===== config.mk =====
export PLATFORM = sky130hd
export DESIGN_NAME = rect_motion_ctl
export DESIGN_NICKNAME = d
export VERILOG_FILES = /design/src/rtl/rect_motion_ctl.sv
export SDC_FILE = /design/constraint.sdc
export NUM_CORES = 1
export LEC_CHECK = 0
export CORE_MARGIN = 4
export CORE_UTILIZATION = 45
export DETAILED_ROUTE_END_ITERATION = 8
export GPL_TIMING_DRIVEN = 0
export PLACE_DENSITY = 0.75
export SETUP_SLACK_MARGIN = 0.4
export SYNTH_ARGS = -nofsm -noshare
export SYNTH_HDL_FRONTEND = slang
export SYNTH_SLANG_ARGS = --single-unit

===== constraint.sdc =====
create_clock -name clk -period 4.1 [get_ports clk]
set_input_delay 1.025 -clock clk [delete_from_list [all_inputs] [get_ports clk]]
set_output_delay 1.025 -clock clk [all_outputs]
set_load 0.03 [all_outputs]

===== src/rtl/rect_motion_ctl.sv =====
// Rectangle follow/drop/bounce controller feeding the draw stage.
// Optional build macro: RECT_CTL_REGRAB_EN (press in FALL/REST regrabs).
module rect_motion_ctl #(
  parameter int H_ACTIVE = 800,
  parameter int V_ACTIVE = 600,
  parameter int RECT_W   = 48,
  parameter int RECT_H   = 64,
  parameter int TICK_DIV = 65000,
  parameter int FRAC     = 8,
  parameter int VEL_W    = 20,
  parameter int ACCEL    = 2,
  parameter int REST_VEL = 16
) (
  input  logic        clk,
  input  logic        rst,
  input  logic        mouse_left,
  input  logic [11:0] mouse_x_position,
  input  logic [11:0] mouse_y_position,
  output logic [11:0] xpos,
  output logic [11:0] ypos,
  output logic        falling,
  output logic        resting,
  output logic        bounce
);

  localparam int PW = 12 + FRAC;
  localparam int SW = PW + 1;
  localparam int WW = ((SW > VEL_W) ? SW : VEL_W) + 2;
  localparam int CW = (TICK_DIV > 1) ? $clog2(TICK_DIV) : 1;

  localparam logic [11:0] FLOOR = 12'(V_ACTIVE - RECT_H);
  localparam logic [11:0] XMAX  = 12'(H_ACTIVE - RECT_W);
  localparam logic [CW-1:0] TICK_LAST = CW'(TICK_DIV - 1);

  localparam logic signed [WW-1:0] FLOOR_FP =
    WW'((V_ACTIVE - RECT_H) * (2 ** FRAC));
  localparam logic signed [WW-1:0] ACCEL_W = WW'(ACCEL);
  localparam logic signed [WW-1:0] REST_W  = WW'(REST_VEL);
  localparam logic signed [WW-1:0] VEL_MAX =
    {{(WW-VEL_W+1){1'b0}}, {(VEL_W-1){1'b1}}};

  typedef enum logic [1:0] {
    FOLLOW = 2'd0,
    FALL   = 2'd1,
    REST   = 2'd2
  } state_t;

  state_t state, state_nxt;

  logic [11:0]             xpos_nxt, ypos_nxt;
  logic [11:0]             mx_clamp, my_clamp;
  logic [PW-1:0]           y_fp, y_fp_nxt;
  logic signed [VEL_W-1:0] vel, vel_nxt;
  logic [CW-1:0]           tick_cnt, tick_nxt;
  logic                    left_q, press, tick;
  logic                    bounce_nxt, regrab;

  logic signed [WW-1:0] yfp_w, vel_w, sum;
  logic signed [WW-1:0] half, nvel, nvel_abs, acc;

  assign press = mouse_left & ~left_q;
  assign tick  = (tick_cnt == TICK_LAST);

`ifdef RECT_CTL_REGRAB_EN
  assign regrab = press;
`else
  assign regrab = 1'b0;
`endif

  assign mx_clamp = (mouse_x_position > XMAX) ? XMAX : mouse_x_position;
  assign my_clamp = (mouse_y_position > FLOOR) ? FLOOR : mouse_y_position;

  // Physics is evaluated in a width that holds both position and velocity
  always_comb begin
    yfp_w    = $signed({{(WW-PW){1'b0}}, y_fp});
    vel_w    = $signed({{(WW-VEL_W){vel[VEL_W-1]}}, vel});
    sum      = yfp_w + vel_w;
    half     = vel_w >>> 1;
    nvel     = -half;
    nvel_abs = nvel[WW-1] ? -nvel : nvel;
    acc      = vel_w + ACCEL_W;
    if (acc > VEL_MAX) begin
      acc = VEL_MAX;
    end
  end

  always_comb begin
    state_nxt  = state;
    xpos_nxt   = xpos;
    ypos_nxt   = ypos;
    y_fp_nxt   = y_fp;
    vel_nxt    = vel;
    tick_nxt   = tick_cnt;
    bounce_nxt = 1'b0;
    unique case (state)
      FOLLOW: begin
        xpos_nxt = mx_clamp;
        ypos_nxt = my_clamp;
        if (press) begin
          state_nxt = FALL;
          xpos_nxt  = xpos;
          ypos_nxt  = ypos;
          y_fp_nxt  = {ypos, {FRAC{1'b0}}};
          vel_nxt   = '0;
          tick_nxt  = '0;
        end
      end
      FALL: begin
        if (regrab) begin
          state_nxt = FOLLOW;
          vel_nxt   = '0;
          tick_nxt  = '0;
        end else begin
          tick_nxt = tick ? '0 : tick_cnt + CW'(1);
          if (tick) begin
            if (sum > FLOOR_FP) begin
              y_fp_nxt   = FLOOR_FP[PW-1:0];
              vel_nxt    = $signed(nvel[VEL_W-1:0]);
              bounce_nxt = 1'b1;
              if (nvel_abs < REST_W) begin
                state_nxt = REST;
                vel_nxt   = '0;
              end
            end else if (sum < 0) begin
              y_fp_nxt = '0;
              vel_nxt  = '0;
            end else begin
              y_fp_nxt = sum[PW-1:0];
              vel_nxt  = $signed(acc[VEL_W-1:0]);
            end
            ypos_nxt = y_fp_nxt[PW-1:FRAC];
          end
        end
      end
      REST: begin
        if (regrab) begin
          state_nxt = FOLLOW;
          vel_nxt   = '0;
          tick_nxt  = '0;
        end
      end
      default: begin
        state_nxt = FOLLOW;
      end
    endcase
  end

  always_ff @(posedge clk or posedge rst) begin
    if (rst) begin
      state    <= FOLLOW;
      xpos     <= '0;
      ypos     <= '0;
      y_fp     <= '0;
      vel      <= '0;
      tick_cnt <= '0;
      left_q   <= 1'b0;
      falling  <= 1'b0;
      resting  <= 1'b0;
      bounce   <= 1'b0;
    end else begin
      state    <= state_nxt;
      xpos     <= xpos_nxt;
      ypos     <= ypos_nxt;
      y_fp     <= y_fp_nxt;
      vel      <= vel_nxt;
      tick_cnt <= tick_nxt;
      left_q   <= mouse_left;
      falling  <= (state == FALL);
      resting  <= (state == REST);
      bounce   <= bounce_nxt;
    end
  end

endmodule


==> flow_summary_export.csv <==
group,metric,value,unit
outcome,run_status,"completed",
critical_path,startpoint_type,"register",
layout,layout-area-overhead-vs-synth,27.81,%
grt,wire_length_of_the_first_global_routing_pass,37400,um
grt,first_global_vias,7308,
route,drc_errors,0,
floorplanning,rows,45,
critical_path,regToRegStartpoint,"vel[1]",
floorplanning,initial_core_util,46.40,%
layout,design.final.nets,1060,
placement,place.detailed.hpwl,16560,um
route,vias_per_cell,6.353,
cts,clk_pin_slew,0.07,ns
logic_synthesis,postSynthRegisterBits,86,
layout,antenna_cells_inserted,0,
logic_synthesis,synth.lib_cells_used.distinct,84,
cts,clock_path_buffers,2,
logic_synthesis,synthesis.nets,954,
cts,cts.htree.levels,3,
route,wl_per_cell,19.41,um
floorplanning,core_area,0.01537,mm^2
pwr,finalPower,4.479,mW
logic_synthesis,combinational_family_with_the_most_area_after_synthesis,"compound AO/OA/AOI/OAI gates",
logic_synthesis,synth-edff-count,0,
grt,antenna_found_initial,0,
critical_path,path_max_fanout,8,
logic_synthesis,synth.cells.most_frequent,"114 x nand2_1, 92 x nor2_1, 86 x dfrtp_1",
critical_path,r2r_end,"vel[11]",
pwr,power.ir.vdd_worst,0.0003045,V
cts,cts.hold.buffers_added,0,
logic_synthesis,post_synth_instance_area,0.007132,mm^2
cts,cts.root.buffer_cell,"clkbuf_16",
logic_synthesis,yosys_warnings,0,
grt,globalRouteOverflowTotal,0,
sta,finalMaxSlewViolations,0,
logic_synthesis,synth_top_area_share,30.18,%
sta,setup_violations,0,
critical_path,critical_path_arrival,4.03,ns
critical_path,critPathKind,"register to register",
placement,dpl_worst_slack,-0.7979,ns
sta,fin_worst_skew,0.009041,ns
grt,maximum_number_of_pins_on_one_net_before_global_route_repair,62,
route,ant_nets,0,
worst_hold_path,worst_hold_path_type,"register to register",
critical_path,critical_path.startpoint,"vel[1]",
logic_synthesis,ys.flop_type,"dfrtp_1",
route,detailedRoute.firstPassIterationCount,7,
logic_synthesis,synth_async_sr_flop_share,100.0,%
logic_synthesis,share_of_synthesized_cell_area_in_full_adder_half_adder_and_majority_cells,4.667,%
cts,cts_buf_count,9,
grt,grt.total_usage,25.64,%
cts,cts_num_sinks,86,
layout,stdcell_area,0.009115,mm^2
floorplanning,die_area,0.01793,mm^2
critical_path,r2r_cells,16,
sta,period_share,92.86,%
sta,max-slew-margin-rel,35.36,%
route,detailroute.via_count,7763,
logic_synthesis,synth_top_cells_by_area,"dfrtp_1 30%, nand2_1 6.0%, nor2_1 4.8%, ha_1 4.4%, o21ai_0 3.9%",
route,route.final.wire_length,23720,um
placement,placed_cell_area,0.007968,mm^2
run,cap_violations,0,
sta,setup_total_negative_slack,0,ns
layout,finalNonFillerCells,1222,
route,drt_first_iter_violations,904,
sta,achievable-frequency,0.2627,GHz
placement,place.gp.congestion,0.9709,
critical_path,crit_path_end_kind,"register",
floorplanning,die_h,133.9,um
sta,worstMarginPinSlew,0.9622,ns
sta,period_needed,3.807,ns
logic_synthesis,avgSynthCellArea,7.915,um^2
logic_synthesis,synth_most_common_cell,"nand2_1",
sta,grt_setup_unrepaired,"true",
floorplanning,die-width,133.9,um
critical_path,critical_path.endpoint,"vel[11]",
sta,hold_violations,0,
logic_synthesis,synth_compound_area_share,27.28,%
cts,cts_tree,"built",
sta,setup_slack,0.2927,ns
layout,finalCoreUtilization,59.30,%
pwr,static-leakage-power,3.505,nW
placement,numPortBuffers,53,
logic_synthesis,synth_seq_area_share,30.18,%
critical_path,cp_data_required_time,4.32,ns
logic_synthesis,syn-instance-count,901,
critical_path,worst-r2r-setup-slack,0.29,ns
cts,clkLatencyLatePin,0.35,ns
logic_synthesis,synth.area.mux_share,0.7018,%
logic_synthesis,synthesized_area_fraction_occupied_by_and_or_nand_nor_cells,26.54,%
placement,number_of_cells_in_the_design_after_placement,1167,
floorplanning,ioPinCount,54,
logic_synthesis,synthDominantAreaCellType,"dfrtp_1",
layout,post_route_cells_drive_above_1_share,18.40,%
logic_synthesis,area_share_of_xor_xnor_cells_in_the_synthesized_design,5.404,%
pwr,power_density,491.4,mW/mm^2
sta,worst_hold_check_slack,0.4796,ns
worst min path at each step:
stage             start        to  slack, ns  depth (start not counted)
2_1_floorplan  y_fp[17]  y_fp[17]       0.46                          2
3_3_place_gp    y_fp[7]   y_fp[7]       0.47                          2
3_5_place_dp    y_fp[7]   y_fp[7]       0.47                          2
4_1_cts         y_fp[7]   y_fp[7]       0.49                          2
5_1_grt         y_fp[3]   y_fp[3]       0.51                          2
6_report        y_fp[7]   y_fp[7]       0.48                          2
registers in the layout, indices dropped and copies added (netlist names):
register  flops
vel          20
y_fp         20
tick_cnt     16
xpos         12
ypos         12
state         2
bounce        1
falling       1
left_q        1
resting       1
placed cells by master, fill, tap and decap left out, types with 11 or more instances in the layout:
master,n
nor2_1,90
clkbuf_1,29
nor3_1,22
nand3_1,38
xor2_1,24
o22a_1,18
clkdlybuf4s50_1,53
ha_1,23
buf_4,38
nor4_1,14
nand2_1,113
inv_1,25
o21ai_0,54
nand4_1,20
a31oi_1,14
xnor2_1,14
dfrtp_1,81
a21oi_1,42
a21o_1,11
power breakdown:
group	switching [mW]	leakage, nW	internal [mW]
clock	0.361	0.142	0.489
sequential	0.183	1.05	1.02
combinational	1.47	2.31	0.958
repair_timing:
action / 4_1_cts / 5_1_grt
resized for setup: 76 / 59
pin swaps: 20 / 14
endpoints found under the setup margin: 51 / 49
cloned: 1 / 0
buffers inserted: 26 / 13
endpoints found under the hold margin: 0 / 0
cell families after synthesis:
kind of cell / Yosys count
AOI/OAI and AO/OA: 270
DFF: 86
muxes: 5
adders and majority gates: 26
and+or+nand+nor: 380
xor gates and xnor gates: 44
buffers and inverters: 90
area by class of cell:
| class | count | area, um^2 |
|---|---|---|
| inverters | 27 | 107.6 |
| multi-input cells | 725 | 5002 |
| fillers | 1395 | 6256 |
| repair buffers | 95 | 910.9 |
| clock buffers | 11 | 242.7 |
| well taps | 211 | 264.0 |
| plain buffers | 63 | 374.1 |
| flip-flops and latches | 86 | 2158 |
| clock inverters | 4 | 55.05 |
critical path: stages (launching register included):
cell and delay, ns:
dfrtp_2 0.42, clkbuf_16 0.15, clkinvlp_4 0.12, ha_4 0.18, or4b_4 0.47, buf_8 0.16, or3_4 0.33, o21ai_2 0.12
a21o_1 0.14, a22o_1 0.18, o41ai_2 0.09, nor4_2 0.39, o211ai_4 0.17, o211ai_4 0.35, buf_12 0.17, buf_16 0.12
o221ai_2 0.09
routing by layer:
metal,part of all wire [%],GRT usage (%),up-vias,wire [um]
met5,0,0,-,0
met4,3.8,11.31,0,906
met3,7.0,4.126,94,1667
met2,47,41.58,374,11070
met1,42,33.89,3719,10070
li1,-,-,3576,-
Note: power is estimated with default switching activity, not from simulation.
==> RTL edit, RTL diff (config.mk and constraints unchanged) <==
Set the parameter `VEL_W` to 28 (it was 20).
--- a/src/rtl/rect_motion_ctl.sv
+++ b/src/rtl/rect_motion_ctl.sv
@@ -7,7 +7,7 @@
   parameter int RECT_H   = 64,
   parameter int TICK_DIV = 65000,
   parameter int FRAC     = 8,
-  parameter int VEL_W    = 20,
+  parameter int VEL_W    = 28,
   parameter int ACCEL    = 2,
   parameter int REST_VEL = 16
 ) (
Function: same outputs for any inputs over 10 cycles, from zero or initial values and one cycle with rst high; that may be too few to reach the edited logic, so the function may still have changed.
==> RTL edit against the original RTL <==
The flow now finishes with violations (negative setup slack); total power grew 27%; global-route usage grew 2.9 points; synthesized cell count grew 16%; sequential cell count grew 8; design area grew 21%; fmax shrank 10%; routed wire length grew 27%; clock power shrank 2%; setup slack lost 0.44 ns; synthesized area grew 15%; critical endpoint is now vel[5]$_DFFE_PP0P_.
==> RTL edit: results (changes against the original RTL) <==
* Hold Crit Depth at 2 (unchanged)
* CTS H-tree lvls at 3 (unchanged)
* DPL Wire Length at 20.50 mm (was 16.56 mm)
* Vias in the first global route at 8781 (was 7308)
* Synth top area cells: dfrtp_1 29%, nand2_1 4.9%, xnor2_1 4.1% (was dfrtp_1 30%, nand2_1 6.0%, nor2_1 4.8%)
* WHS at 0.4854 ns (was 0.4796 ns)
* Lkg Pwr at 4.411 nW (was 3.505 nW)
* Skew final at 0.009294 ns (was 0.009041 ns)
* # fillers at 1479 (was 1395)
* CP Capture Type: flip-flop (unchanged)
* Cell variety after synth at 96 (was 84)
* CP Max Fanout at 6 (was 8)
* I/O Buffers at 53 (unchanged)
* Post-Syn Nets at 1094 (was 954)
* GRT Total Usage at 0.2852 (was 0.2564)
* Post_cts resized at 184 (was 76)
* Iteration-0 DRC Markers at 1206 (was 904)
* Status: complete, but fails checks (was complete, no violations)
* Placer Congestion at 1.007 (was 0.9709)
* CP arrival at 4.52 ns (was 4.03 ns)
* Worst hold start: xpos[9]$_DFFE_PP0P_ (was y_fp[7]$_DFFE_PP0P_)
* Setup_tns at -2.294 ns (was 0 ns)
* Setup WS pre-CTS at -0.7596 ns (was -0.7979 ns)
* Failing checks: negative setup slack
* Combinational fraction of design power at 0.642 (was 0.542)
* Antenna violations before repair at 1 (was 0)
* Pin count of the biggest net entering global routing at 50 (was 62)
* Reg2Reg Capture Point: vel[5]$_DFFE_PP0P_ (was vel[11]$_DFFE_PP0P_)
* WHS Endpoint: xpos[9]$_DFFE_PP0P_ (was y_fp[7]$_DFFE_PP0P_)
* Drt pass-1 iters at 5 (was 7)
* Synth area leader: dfrtp_1 (unchanged)
* Nets at 1230 (was 1060)
* Measured slew at the worst slew-check pin at 1.310 ns (was 0.9622 ns)
* Seq/Total Area, Yosys at 0.2880 (was 0.3018)
* Clk power at 0.834 mW (was 0.851 mW)
* Reg2Reg Depth at 19 (was 16)
* Top flop regs: vel x28, y_fp x20, tick_cnt x16 (was vel x20, y_fp x20, tick_cnt x16)
* Sw power at 2.615 mW (was 2.014 mW)
* Clk_lat worst skew at 0.36 ns
* First-pass GRT wire length at 46.47 mm (was 37.40 mm)
* # setup viols final at 27 (was 0)
* Worst Slack Setup Final at -0.1459 ns (was 0.2927 ns)
* Vias/cell at 6.625 (was 6.353)
* Layout cells sized above 1 at 0.2460 (was 0.1840)
* Delay of the slowest critical-path stage at 0.39 ns (was 0.47 ns)
* Peak supply drop at 304.1 uV (was 304.5 uV)
* List of most frequent post-synthesis cells: 106 x nand2_1, 94 x dfrtp_1, 88 x nor2_1 (was 114 x nand2_1, 92 x nor2_1, 86 x dfrtp_1)
* Critical Path Slowest Stage Cell: fa_2 (was or4b_4)
* Post-CTS setup buffer count at 52 (was 26)
* CP delay by family, top: compound AO/OA/AOI/OAI gates (was simple AND/OR/NAND/NOR gates)
* Post-Route WL at 30.18 mm (was 23.72 mm)
==> RTL edit: changes by cell type in the layout (fill, tap and decap cells not counted), sizes merged, moves of 10 or more <==
| cell | unedited run | this run |
|---|---|---|
| o221ai | 19 | 1 |
| and3 | 8 | 22 |
| o21ai | 64 | 86 |
| buf | 63 | 91 |
| a31oi | 14 | 28 |
| or3 | 7 | 17 |
| nor3 | 31 | 41 |
| xnor2 | 19 | 38 |
| nand3 | 39 | 50 |
| o22a | 18 | 4 |
==> RTL edit: cell type report <==
| type | instances | share of cell area |
|---|---|---|
| Inverter | 31 | 0.01259 |
| Tap cell | 229 | 0.02598 |
| Clock inverter | 6 | 0.004992 |
| Multi-Input combinational cell | 846 | 0.5689 |
| Timing Repair Buffer | 125 | 0.1122 |
| Clock buffer | 10 | 0.02076 |
| Buffer | 71 | 0.04061 |
| Sequential cell | 94 | 0.2140 |
==> RTL edit: cells by family after synthesis <==
group / synth area share
multiplexers: 0.01302
AND/OR/NAND/NOR: 0.2790
XOR/XNOR: 0.06648
AO/OA/AOI/OAI: 0.2639
flip-flops: 0.2880
adder cells (fa/ha/maj): 0.03922
buffers and inverters: 0.05040
==> RTL edit: metal layers <==
layer,track usage,up-vias,wire [um]
met5,0,-,0
met4,0.1096,0,1330
met3,0.06966,126,2943
met2,0.4555,556,13990
met1,0.3745,4486,11920
li1,-,4187,-
==> RTL edit: metrics by stage <==
step           instance area, um^2  cells  total power [mW]
2_1_floorplan                 8230   1042             2.893
3_3_place_gp                  9047   1324             3.517
3_5_place_dp                  9077   1325             3.554
4_1_cts                      10610   1396             5.135
5_1_grt                      11030   1412             5.943
6_report                     11030   1412             5.680
==> RTL edit: tightest hold or removal path, cell delays in order (launching register included) <==
cell and delay (ns):
dfrtp_1 0.34, nand2_1 0.05, o21ai_0 0.06
